===== config.mk =====
export PLATFORM = sky130hd
export DESIGN_NAME = tof_frame_scheduler_flat
export DESIGN_NICKNAME = d
export VERILOG_FILES = /design/src/rtl/tof_sched_pkg.sv /design/src/rtl/tof_frame_scheduler_if.sv /design/src/rtl/tof_sched_tag_pipe.sv /design/src/rtl/tof_frame_scheduler.sv /design/src/flat_wrapper.sv
export SDC_FILE = /design/constraint.sdc
export NUM_CORES = 1
export LEC_CHECK = 0
export BUFFER_PORTS_ARGS = -buffer_cell sky130_fd_sc_hd__buf_2
export CAP_MARGIN = 20
export CORE_MARGIN = 3
export CORE_UTILIZATION = 51
export CTS_CLUSTER_DIAMETER = 80
export CTS_CLUSTER_SIZE = 28
export DETAILED_ROUTE_END_ITERATION = 6
export PLACE_DENSITY = 0.79
export SYNTH_ARGS = -nofsm -noshare
export SYNTH_HDL_FRONTEND = slang
export SYNTH_SLANG_ARGS = --single-unit

===== constraint.sdc =====
create_clock -name clk -period 1.9 [get_ports clk]
set_input_delay 0.095 -clock clk [delete_from_list [all_inputs] [get_ports clk]]
set_output_delay 0.095 -clock clk [all_outputs]
set_load 0.1 [all_outputs]

===== src/rtl/tof_sched_pkg.sv =====
// Shared types and constants for the ToF frame scheduler.
// PLN exists only when TOF_SCHED_PLANE_PASS_EN is defined.
package tof_sched_pkg;

  localparam int unsigned NUM_SENSORS      = 8;
  localparam int unsigned ZONES_PER_SENSOR = 64;
  localparam int unsigned FRAME_DEPTH      = NUM_SENSORS * ZONES_PER_SENSOR;

  // Bit positions inside the read-latency tag word.
  localparam int unsigned TAG_W        = 5;
  localparam int unsigned TAG_SPH      = 4;
  localparam int unsigned TAG_SPH_LAST = 3;
  localparam int unsigned TAG_PLN      = 2;
  localparam int unsigned TAG_PLN_LAST = 1;
  localparam int unsigned TAG_HOST     = 0;

  typedef enum logic [1:0] {
    IDLE  = 2'd0,
    SPH   = 2'd1,
`ifdef TOF_SCHED_PLANE_PASS_EN
    PLN   = 2'd2,
`endif
    DRAIN = 2'd3
  } sched_state_t;

endpackage


===== src/rtl/tof_frame_scheduler_if.sv =====
// Host single-word read handshake on BRAM port B.
interface tof_frame_scheduler_if #(
  parameter int unsigned ADDR_W = 9
);
  logic              host_req;
  logic [ADDR_W-1:0] host_addr;
  logic              host_gnt;
  logic              host_vld;

  modport master (output host_req, output host_addr, input host_gnt, input host_vld);
  modport slave  (input host_req, input host_addr, output host_gnt, output host_vld);
endinterface


===== src/rtl/tof_sched_tag_pipe.sv =====
// RD_LAT-deep shift register aligning address-phase tags with BRAM doutb.
module tof_sched_tag_pipe #(
  parameter int unsigned RD_LAT = 1,
  parameter int unsigned W      = 5
) (
  input  logic         clk,
  input  logic         rst_n,
  input  logic [W-1:0] tag_d,
  output logic [W-1:0] tag_q
);

  logic [W-1:0] sr [RD_LAT];

  always_ff @(posedge clk or negedge rst_n) begin
    if (!rst_n) begin
      for (int unsigned i = 0; i < RD_LAT; i++) sr[i] <= '0;
    end else begin
      sr[0] <= tag_d;
      for (int unsigned i = 1; i < RD_LAT; i++) sr[i] <= sr[i-1];
    end
  end

  assign tag_q = sr[RD_LAT-1];

endmodule


===== src/rtl/tof_frame_scheduler.sv =====
// Port-B sequencer for the ToF frame BRAM: sphere pass, optional plane pass
// (TOF_SCHED_PLANE_PASS_EN), host reads between frames, overrun counting.
module tof_frame_scheduler
  import tof_sched_pkg::*;
#(
  parameter int unsigned ADDR_W = 9,
  parameter int unsigned DEPTH  = 512,
  parameter int unsigned RD_LAT = 1
) (
  input  logic                  clk,
  input  logic                  rst_n,
  input  logic                  frame_rdy,
  tof_frame_scheduler_if.slave  host,
  output logic [ADDR_W-1:0]     bram_addrb,
  output logic                  sph_en,
  output logic                  sph_last,
  output logic                  plane_en,
  output logic                  plane_last,
  output logic                  busy,
  output logic                  frame_done,
  output logic [7:0]            overrun_cnt
);

  sched_state_t     state;
  logic [1:0]       drain_cnt;
  logic             host_tag;
  logic             addr_last;
  logic             in_sph;
  logic             in_pln;
  logic [TAG_W-1:0] tag_d;
  logic [TAG_W-1:0] tag_q;

  assign addr_last     = (bram_addrb == ADDR_W'(DEPTH - 1));
  assign busy          = (state != IDLE);
  assign host.host_gnt = rst_n && (state == IDLE) && host.host_req && !frame_rdy;
  assign in_sph        = (state == SPH);
`ifdef TOF_SCHED_PLANE_PASS_EN
  assign in_pln        = (state == PLN);
`else
  assign in_pln        = 1'b0;
`endif

  always_ff @(posedge clk or negedge rst_n) begin
    if (!rst_n) begin
      state       <= IDLE;
      bram_addrb  <= '0;
      drain_cnt   <= '0;
      host_tag    <= 1'b0;
      frame_done  <= 1'b0;
      overrun_cnt <= '0;
    end else begin
      host_tag   <= 1'b0;
      frame_done <= 1'b0;
      if (frame_rdy && busy && (overrun_cnt != '1))
        overrun_cnt <= overrun_cnt + 8'd1;

      unique case (state)
        IDLE: begin
          if (frame_rdy) begin
            state      <= SPH;
            bram_addrb <= '0;
          end else if (host.host_gnt) begin
            bram_addrb <= host.host_addr;
            host_tag   <= 1'b1;
          end
        end
        SPH: begin
          // Counter wraps DEPTH-1 -> 0 naturally since DEPTH == 2**ADDR_W.
          bram_addrb <= bram_addrb + ADDR_W'(1);
`ifdef TOF_SCHED_PLANE_PASS_EN
          if (addr_last) state <= PLN;
`else
          if (addr_last) state <= DRAIN;
`endif
        end
`ifdef TOF_SCHED_PLANE_PASS_EN
        PLN: begin
          bram_addrb <= bram_addrb + ADDR_W'(1);
          if (addr_last) state <= DRAIN;
        end
`endif
        DRAIN: begin
          if (drain_cnt == 2'(RD_LAT - 1)) begin
            state      <= IDLE;
            drain_cnt  <= '0;
            frame_done <= 1'b1;
          end else begin
            drain_cnt <= drain_cnt + 2'd1;
          end
        end
        default: state <= IDLE;
      endcase
    end
  end

  // Tags describe the address presented this cycle; the pipe delays them to doutb.
  always_comb begin
    tag_d               = '0;
    tag_d[TAG_SPH]      = in_sph;
    tag_d[TAG_SPH_LAST] = in_sph && addr_last;
    tag_d[TAG_PLN]      = in_pln;
    tag_d[TAG_PLN_LAST] = in_pln && addr_last;
    tag_d[TAG_HOST]     = host_tag;
  end

  tof_sched_tag_pipe #(
    .RD_LAT (RD_LAT),
    .W      (TAG_W)
  ) u_tag_pipe (
    .clk   (clk),
    .rst_n (rst_n),
    .tag_d (tag_d),
    .tag_q (tag_q)
  );

  assign sph_en        = tag_q[TAG_SPH];
  assign sph_last      = tag_q[TAG_SPH_LAST];
  assign host.host_vld = tag_q[TAG_HOST];
`ifdef TOF_SCHED_PLANE_PASS_EN
  assign plane_en      = tag_q[TAG_PLN];
  assign plane_last    = tag_q[TAG_PLN_LAST];
`else
  logic unused_pln_tags;
  assign unused_pln_tags = tag_q[TAG_PLN] ^ tag_q[TAG_PLN_LAST];
  assign plane_en        = 1'b0;
  assign plane_last      = 1'b0;
`endif

endmodule

===== src/flat_wrapper.sv =====
// flat-port wrapper written by rule: the top's interface ports become plain ports
module tof_frame_scheduler_flat import tof_sched_pkg::*;
#(
  parameter int unsigned ADDR_W = 9,
  parameter int unsigned DEPTH  = 512,
  parameter int unsigned RD_LAT = 1
)
  (clk, rst_n, frame_rdy, bram_addrb, sph_en, sph_last, plane_en, plane_last, busy, frame_done, overrun_cnt, host_host_req, host_host_addr, host_host_gnt, host_host_vld);
  tof_frame_scheduler_if #(.ADDR_W(ADDR_W)) host_i ();
  input  logic clk;
  input  logic rst_n;
  input  logic frame_rdy;
  output logic [ADDR_W-1:0] bram_addrb;
  output logic sph_en;
  output logic sph_last;
  output logic plane_en;
  output logic plane_last;
  output logic busy;
  output logic frame_done;
  output logic [7:0] overrun_cnt;
  input wire logic [$bits(host_i.host_req)-1:0] host_host_req;
  input wire logic [$bits(host_i.host_addr)-1:0] host_host_addr;
  output wire logic [$bits(host_i.host_gnt)-1:0] host_host_gnt;
  output wire logic [$bits(host_i.host_vld)-1:0] host_host_vld;
  assign host_i.host_req = host_host_req;
  assign host_i.host_addr = host_host_addr;
  assign host_host_gnt = host_i.host_gnt;
  assign host_host_vld = host_i.host_vld;
  tof_frame_scheduler #(.ADDR_W(ADDR_W), .DEPTH(DEPTH), .RD_LAT(RD_LAT)) u_core (.clk(clk), .rst_n(rst_n), .frame_rdy(frame_rdy), .host(host_i), .bram_addrb(bram_addrb), .sph_en(sph_en), .sph_last(sph_last), .plane_en(plane_en), .plane_last(plane_last), .busy(busy), .frame_done(frame_done), .overrun_cnt(overrun_cnt));
endmodule

==> results of run 1 <==
-- registers in the layout, summed over array words and instances (netlist names) --
signal	count
u_core.bram_addrb	9
u_core.drain_cnt	2
u_core.frame_done	1
u_core.host_tag	1
u_core.overrun_cnt	8
u_core.state	2
u_core.u_tag_pipe.tag_q	3
-- worst register-to-register path: stages, from the launching register on --
cell and delay [ns]:
dfrtp_1 0.63, o21ai_2 0.17, nor3_2 0.24, and3_1 0.19, mux2_1 0.31
-- routing by layer --
metal | up-vias | track usage | share of wire
li1 | 559 | - | -
met3 | 8 | 0.0249 | 0.057
met4 | 0 | 0.0960 | 0.023
met1 | 552 | 0.274 | 0.44
met2 | 50 | 0.318 | 0.48
met5 | - | 0 | 0
-- cell families (layout without fill, tap and decap cells) --
logic type | Yosys count | count (layout) | synth area share
AND/OR/NAND/NOR | 46 | 46 | 0.178
AO/OA/AOI/OAI | 36 | 36 | 0.164
other | 1 | 2 | 0.00282
multiplexers | 6 | 6 | 0.0508
buffers and inverters | 14 | 51 | 0.0480
XOR/XNOR | 3 | 3 | 0.0198
flip-flops | 26 | 26 | 0.490
adder cells (fa/ha/maj) | 5 | 5 | 0.0471
-- timing repair --
item / CTS / global route
pin swaps: 0 / 0
endpoints found under the hold margin: 27 / 0
gates resized for setup: 1 / 1
endpoints found under the setup margin: 1 / 1
hold buffers: 2 / 0
setup buffers: 0 / 0
-- stage by stage --
stage,setup slack (ns),power (mW)
after floorplan,-0.279,2.28
after global placement,0.328,2.55
after detailed placement,0.288,2.57
after CTS,0.0481,2.86
after global routing,0.00288,2.99
final,0.0806,2.86
-- cells in the mapped netlist, types with 2 or more instances --
library cell  instances  share of area
nor3_2                3          0.023
ha_1                  5          0.047
o21ai_0               4          0.015
inv_1                 8          0.023
a211oi_1              2          0.011
o21ai_1               3          0.011
buf_2                 3          0.011
a31oi_1               4          0.019
nand2_1              16          0.045
a21oi_1              15          0.056
nor2_1                7          0.020
buf_4                 2          0.011
dfrtp_1              26           0.49
xor2_1                3          0.020
nand3_1               5          0.019
and3_1                5          0.024
mux2_1                4          0.034
mux2_2                2          0.017
-- area by class of cell --
class / instances / area share
Clock buffer: 4 / 0.0226
Inverter: 9 / 0.0210
Multi-Input combinational cell: 98 / 0.390
Sequential cell: 26 / 0.414
Tap cell: 28 / 0.0218
Timing Repair Buffer: 38 / 0.130
-- report_power, final --
group	internal, mW	leakage, nW	switching (mW)	total [mW]
registers	0.717	0.310	0.188	0.905
logic	0.302	0.463	1.36	1.67
clock network	0.117	0.0210	0.171	0.289
-- worst max-delay path by stage --
stage	cells past startpoint	slack [ns]	end	startpoint
2_1_floorplan	5	-0.28	u_core.bram_addrb[3]	u_core.state[1]
3_3_place_gp	3	0.33	host_host_gnt	u_core.state[0]
3_5_place_dp	3	0.29	host_host_gnt	u_core.state[0]
4_1_cts	3	0.05	host_host_gnt	u_core.state[0]
5_1_grt	3	0.003	host_host_gnt	u_core.state[0]
6_report	3	0.08	host_host_gnt	u_core.state[0]
==> results, run 1 <==
- The run finished with clean final reports.
- Static timing analysis puts the maximum clock frequency at ~0.55 GHz.
- The area occupied by multi-input gates is approximately 630 um^2.
- The clock arrives with 0.00123 ns of skew.
- The mean routed wirelength per cell is 15.4 um.
- The TritonCTS clock tree is yes.
- The time the final worst path needs with I/O delays and setup is approximately 1.8 ns.
- The number of cells on the worst reg-to-reg path is 4.
- The largest fanout of any net on the critical path is 13.
- Of the synthesized area, sequential elements account for 0.490.
- The hold violation count in the final report is 0.
- The core region is 0.00234 mm^2.
- The number of placed instances, taps included, is 197.
- Dividing the detail-routed via count by the number of cells gives 5.76.
- The final design area excluding fillers is between 0.0015 and 0.002 mm^2.
- The end point of the worst hold path is u_core.bram_addrb[3].
- The layout filler cell count is slightly below 200.
- Across the VDD grid, the largest voltage drop is between 0.0015 and 0.002 V.
- STA classifies the critical path endpoint as a primary output.
- During I/O placement, the number of pins put on the boundary was 38.
- Together, buffers and inverters on the worst path number 1.
- The die covers 0.00325 mm^2.
- After synthesis, the share of flip-flops with an asynchronous set or reset is 1.00.
- The die height is 57.0 um.
- Summed over all failing endpoints, the final setup total negative slack is 0 ns.
- The net count of the finished layout is approximately 190.
- After detailed placement, the total cell area comes to 0.00154 mm^2.
- The count of pins over their slew limit is 0.
- The master cell of the clock root buffer is clkbuf_4.
- The post-DP HPWL is 2290 um.
- The standard-cell row count is 17.
- The antenna diode instance count is 0.
- The startpoint type of the worst setup path is a flip-flop.
- The number of routed nets with antenna violations is 0.
- The sink count of the clock tree is 26.
- The register area is 664 um^2.
- The CTS clock-pin slew for the worst setup and hold paths is approximately 0.15 ns.
- The data arrival time at the worst-slack endpoint is 1.72 ns.
- The cell count after synthesis came out at 137.
- The path class of the tightest hold or removal check is input pin to flip-flop.
- The wire length of the first global-routing pass is 5200 um.
- The total of endpoints with negative setup slack in the final report is 0.
- The leftover overflow at the end of global routing is 0.
- At the end of the flow the core is filled with cells to 0.686.
- The number of H-tree levels is 1.
- Of the available clock period, the critical path in the final layout requires 0.958.
- The start point of the worst min-delay path is host_host_addr[3].
- The number of cells traversed by the worst hold path is 3.
- The critical register-to-register path startpoint is u_core.state[0].
- The initial antenna violation count is 0.
- The initial core utilization is 0.568.
- Leaving out fill and tap cells, the most frequent cell in the layout is buf_2.
- Setup repair after global routing left no endpoint under its margin.
- The slowest stage of the critical path belongs to the cell dfrtp_1.
- The worst register-to-register path has a setup slack of ~0.27 ns.
- The signal on the critical path passes through or2_4 > nor3_4 > buf_6.
- The clock tree buffer depth is 2.
- The number of synthesized register bits is 26.
- The violation count after the first detailed-routing iteration is 67.
- After synthesis, the netlist uses 38 different library cells.
- For this design the static power due to leakage is 0.794 nW.
- Counting the buffers created by CTS gives 3.
- The final layout contains routed wiring with a total length of 3130 um.
- The number of search-and-repair iterations in the first detailed-routing pass is 4.
- The mean instance size in the synthesized netlist is 9.70 um^2.
- Across all layers, the routed design uses 1,169 vias.
- The width of the die is ~57 um.
- The critical path class is flip-flop to primary output.
- In the global route stage, overall resource usage came out at 0.201.
- The clock latency at the later pin of the worst-skew pair is 0.32 ns.
- The library cells used most frequently in the layout, excluding fill and tap cells, are buf_2, nand2_1, a21oi_1, dfrtp_1, dfrtp_2.
- Port buffering added 35 buffers.
- In the routed design, unresolved DRC markers number 0.
- The maximum number of pins on one net before global-route repair is 27.
- In this run the power density over the cells is around 1800 mW/mm^2.
- The combined area of all synthesized cells is about 0.0013 mm^2.
- The cell family contributing the most delay on the critical path is simple AND/OR/NAND/NOR gates.
- The worst hold slack across all endpoints is 0.00178 ns.
- The weighted congestion at the end of routability-driven global placement is 0.847.
- The number of max-cap violations is 0.
- The count of cells in the finished layout, fillers not included, comes to 203.
- The required time reported for the critical path endpoint is roughly 1.8 ns.
- The reg-to-reg endpoint is u_core.overrun_cnt[7].
- Yosys mapped a number of flops with a built-in enable equal to 0.
- The most used flip-flop cell after synthesis is dfrtp_1.
- Of the cells placed in the final design, the portion with a size suffix greater than 1 is 0.343.
- The via count of the first global-routing pass is 1,150.
- The count of synthesis-stage warnings from yosys is 0.
- The largest single stage delay on the critical path is 0.56 ns.
- The area growth from synthesis to layout is 20.8%.
Note: power is estimated with default switching activity, not from simulation.
==> inputs of run 2 (changes only) <==
PLACE_DENSITY = unset   (was 0.79)
PLACE_DENSITY_LB_ADDON = 0.3   (was unset)
==> results, run 2 (same netlist as run 1, synthesis figures left out) <==
- Derived from the worst setup path, the maximum achievable clock frequency is 0.559 GHz.
- The number of routed nets with antenna violations is 0.
- The top-level I/O count is 38.
- The count of pins over their slew limit is 0.
- The min-delay analysis places its worst path in the category input pin to flip-flop.
- Setup repair after global routing left no endpoint under its margin.
- The vias after detailed routing is 1,165.
- The net count reported at finish is 195.
- The floorplan step defined a die boundary enclosing 0.00325 mm^2.
- The library cells used most frequently in the layout, excluding fill and tap cells, are buf_2, nand2_1, a21oi_1, dfrtp_1, dfrtp_2.
- The die height is about 57 um.
- In this run the power density over the cells is 1760 mW/mm^2.
- Counting every sink on the clock net gives 26.
- The data arrival time at the worst-slack endpoint is 1.69 ns.
- Of all nets on the critical path, the largest fanout is 13.
- STA classifies the critical path endpoint as a primary output.
- The number of buffers and inverters on the critical path is 1.
- TritonCTS built the clock tree.
- The first routing iteration left 31 violations.
- On the worst path, the slowest cell contributes a delay of 0.55 ns.
- The clock tree buffer depth is 2.
- The slack of the critical path is around 0.11 ns.
- The area growth from synthesis to layout is 21.6%.
- Grouping stages by cell kind, the critical path spends the most delay in simple AND/OR/NAND/NOR gates.
- The analysis attributes to cell leakage a power of 0.799 nW.
- The run finished with clean final reports.
- In the final routed layout, each cell accounts on average for approximately 14 um.
- The number of flip-flops under the largest register name is 9.
- For this block, the routed nets add up to roughly 2800 um of wire.
- The congestion estimate from routability-driven global placement came to 0.912.
- The hold violation count in the final report came to 0.
- The post-route setup TNS is 0 ns.
- The via count of the first global-routing pass is between 1,000 and 1,500.
- For this design, the slowest cell found on the critical path is dfrtp_1.
- For this run the aggregate overflow at the end of global routing stands at 0.
- Measured along the x axis, the die boundary spans 57.0 um.
- The number of vias per cell after detailed routing is between 5 and 6.
- The post-DP HPWL is 2110 um.
- Of the cells placed in the final design, the portion with a size suffix greater than 1 is 0.341.
- Walking the worst path, the cells encountered are or2_4 > nor3_4 > buf_6.
- Between clock sinks in the finished design, the worst skew comes to 0.00564 ns.
- After layout, the minimum clock period comes to 1.79 ns.
- The critical path class is flip-flop to primary output.
- The total DRC errors in the routed layout is 0.
- Before CTS, the worst setup slack after placement is 0.307 ns.
- Summing internal, switching and leakage power gives roughly 2.8 mW.
- The register with the highest flop count is u_core.bram_addrb.
- The number of max-cap violations is 0.
- Dividing the final minimum period by the clock period gives 0.941.
- The number of search-and-repair iterations in the first detailed-routing pass is 4.
- In this run, CTS created clock tree buffers numbering 3.
- The startpoint type of the worst setup path is a flip-flop.
- The instance count after placement with tap cells included is 197.
- The filler cells instantiated in the layout total 190.
- The antenna diode instance count is 0.
- Entering global routing, the biggest net connects 27 pins.
- The standard-cell row count is 17.
- The most common cell after layout, fill and taps aside is buf_2.
- The worst-case IR drop observed on VDD is 0.00137 V.
- The initial utilization of the core area, before any placement, comes to 0.568.
- The wire length of the first global-routing pass is 4820 um.
- The number of H-tree levels is 1.
- After clock tree synthesis, the clock-pin slew on the worst setup and hold paths is 0.13 ns.
- The clock reaches the later pin of the worst-skew pair after 0.32 ns.
- Setup violations remaining at the end of the flow were counted as 0.
- The initial antenna violation count is 0.
- Port buffering added 35 buffers.
- In the global route stage, overall resource usage came out at 0.184.
- In this run the clock root is driven by a clkbuf_4.
- The core outline area is 0.00234 mm^2.
- The required time reported for the critical path endpoint is 1.80 ns.
- The count of placed standard cells in the final layout, fillers left out is 204.
-- run 2: changes by cell type in the layout (fill, tap and decap cells not counted), sizes merged --
cell / before / now
dlygate4sd3: 2 / 3
-- run 2: layer usage --
| layer | share of wire | global-route usage | vias to the layer above |
|---|---|---|---|
| li1 | - | - | 564 |
| met1 | 0.47 | 0.248 | 552 |
| met2 | 0.46 | 0.287 | 41 |
| met3 | 0.046 | 0.0271 | 8 |
| met4 | 0.025 | 0.0993 | 0 |
| met5 | 0 | 0 | - |
-- run 2: final cells by class --
class	count	area [um^2]	share of cell area
clock buffer	4	36.3	0.0225
inverter	9	33.8	0.0209
multi-input combinational	98	627	0.388
sequential	26	664	0.411
tap	28	35.0	0.0217
timing repair buffer	39	219	0.136
-- run 2: power by group --
| part | total [mW] | switching, mW | internal [mW] |
|---|---|---|---|
| registers | 0.906 | 0.189 | 0.717 |
| logic | 1.65 | 1.35 | 0.301 |
| clock network | 0.279 | 0.162 | 0.117 |
| total | 2.84 | 1.70 | 1.13 |
-- run 2: final timing paths --
path / slack [ns] / cells after the start / from / endpoint
worst max-delay path: 0.11 / 3 / u_core.state[0] / host_host_gnt
worst min-delay path: 0.08 / 2 / frame_rdy / u_core.host_tag
worst max register to register: 0.27 / 4 / u_core.state[0] / u_core.overrun_cnt[7]
worst min register to register: 0.38 / 0 / u_core.host_tag / u_core.u_tag_pipe.tag_q[0]
max in group asynchronous: 1.33 / 3 / rst_n / u_core.overrun_cnt[5]
min in group asynchronous: 0.29 / 3 / rst_n / u_core.u_tag_pipe.tag_q[3]
-- run 2: repair_timing --
| action | CTS | global route |
|---|---|---|
| setup endpoints to repair | 1 | 1 |
| resized for setup | 1 | 1 |
| cloned | 0 | 0 |
| hold endpoints to repair | 27 | 1 |
| buffers inserted | 0 | 0 |
| hold buffers | 2 | 1 |
-- run 2: metrics by stage --
stage          hold slack, ns  utilization  instance area (um^2)
2_1_floorplan          -0.201            -                  1360
3_3_place_gp            0.114        0.659                  1540
3_5_place_dp            0.119        0.659                  1540
4_1_cts               0.00714        0.684                  1600
5_1_grt                0.0706        0.690                  1620
6_report               0.0803        0.690                  1620
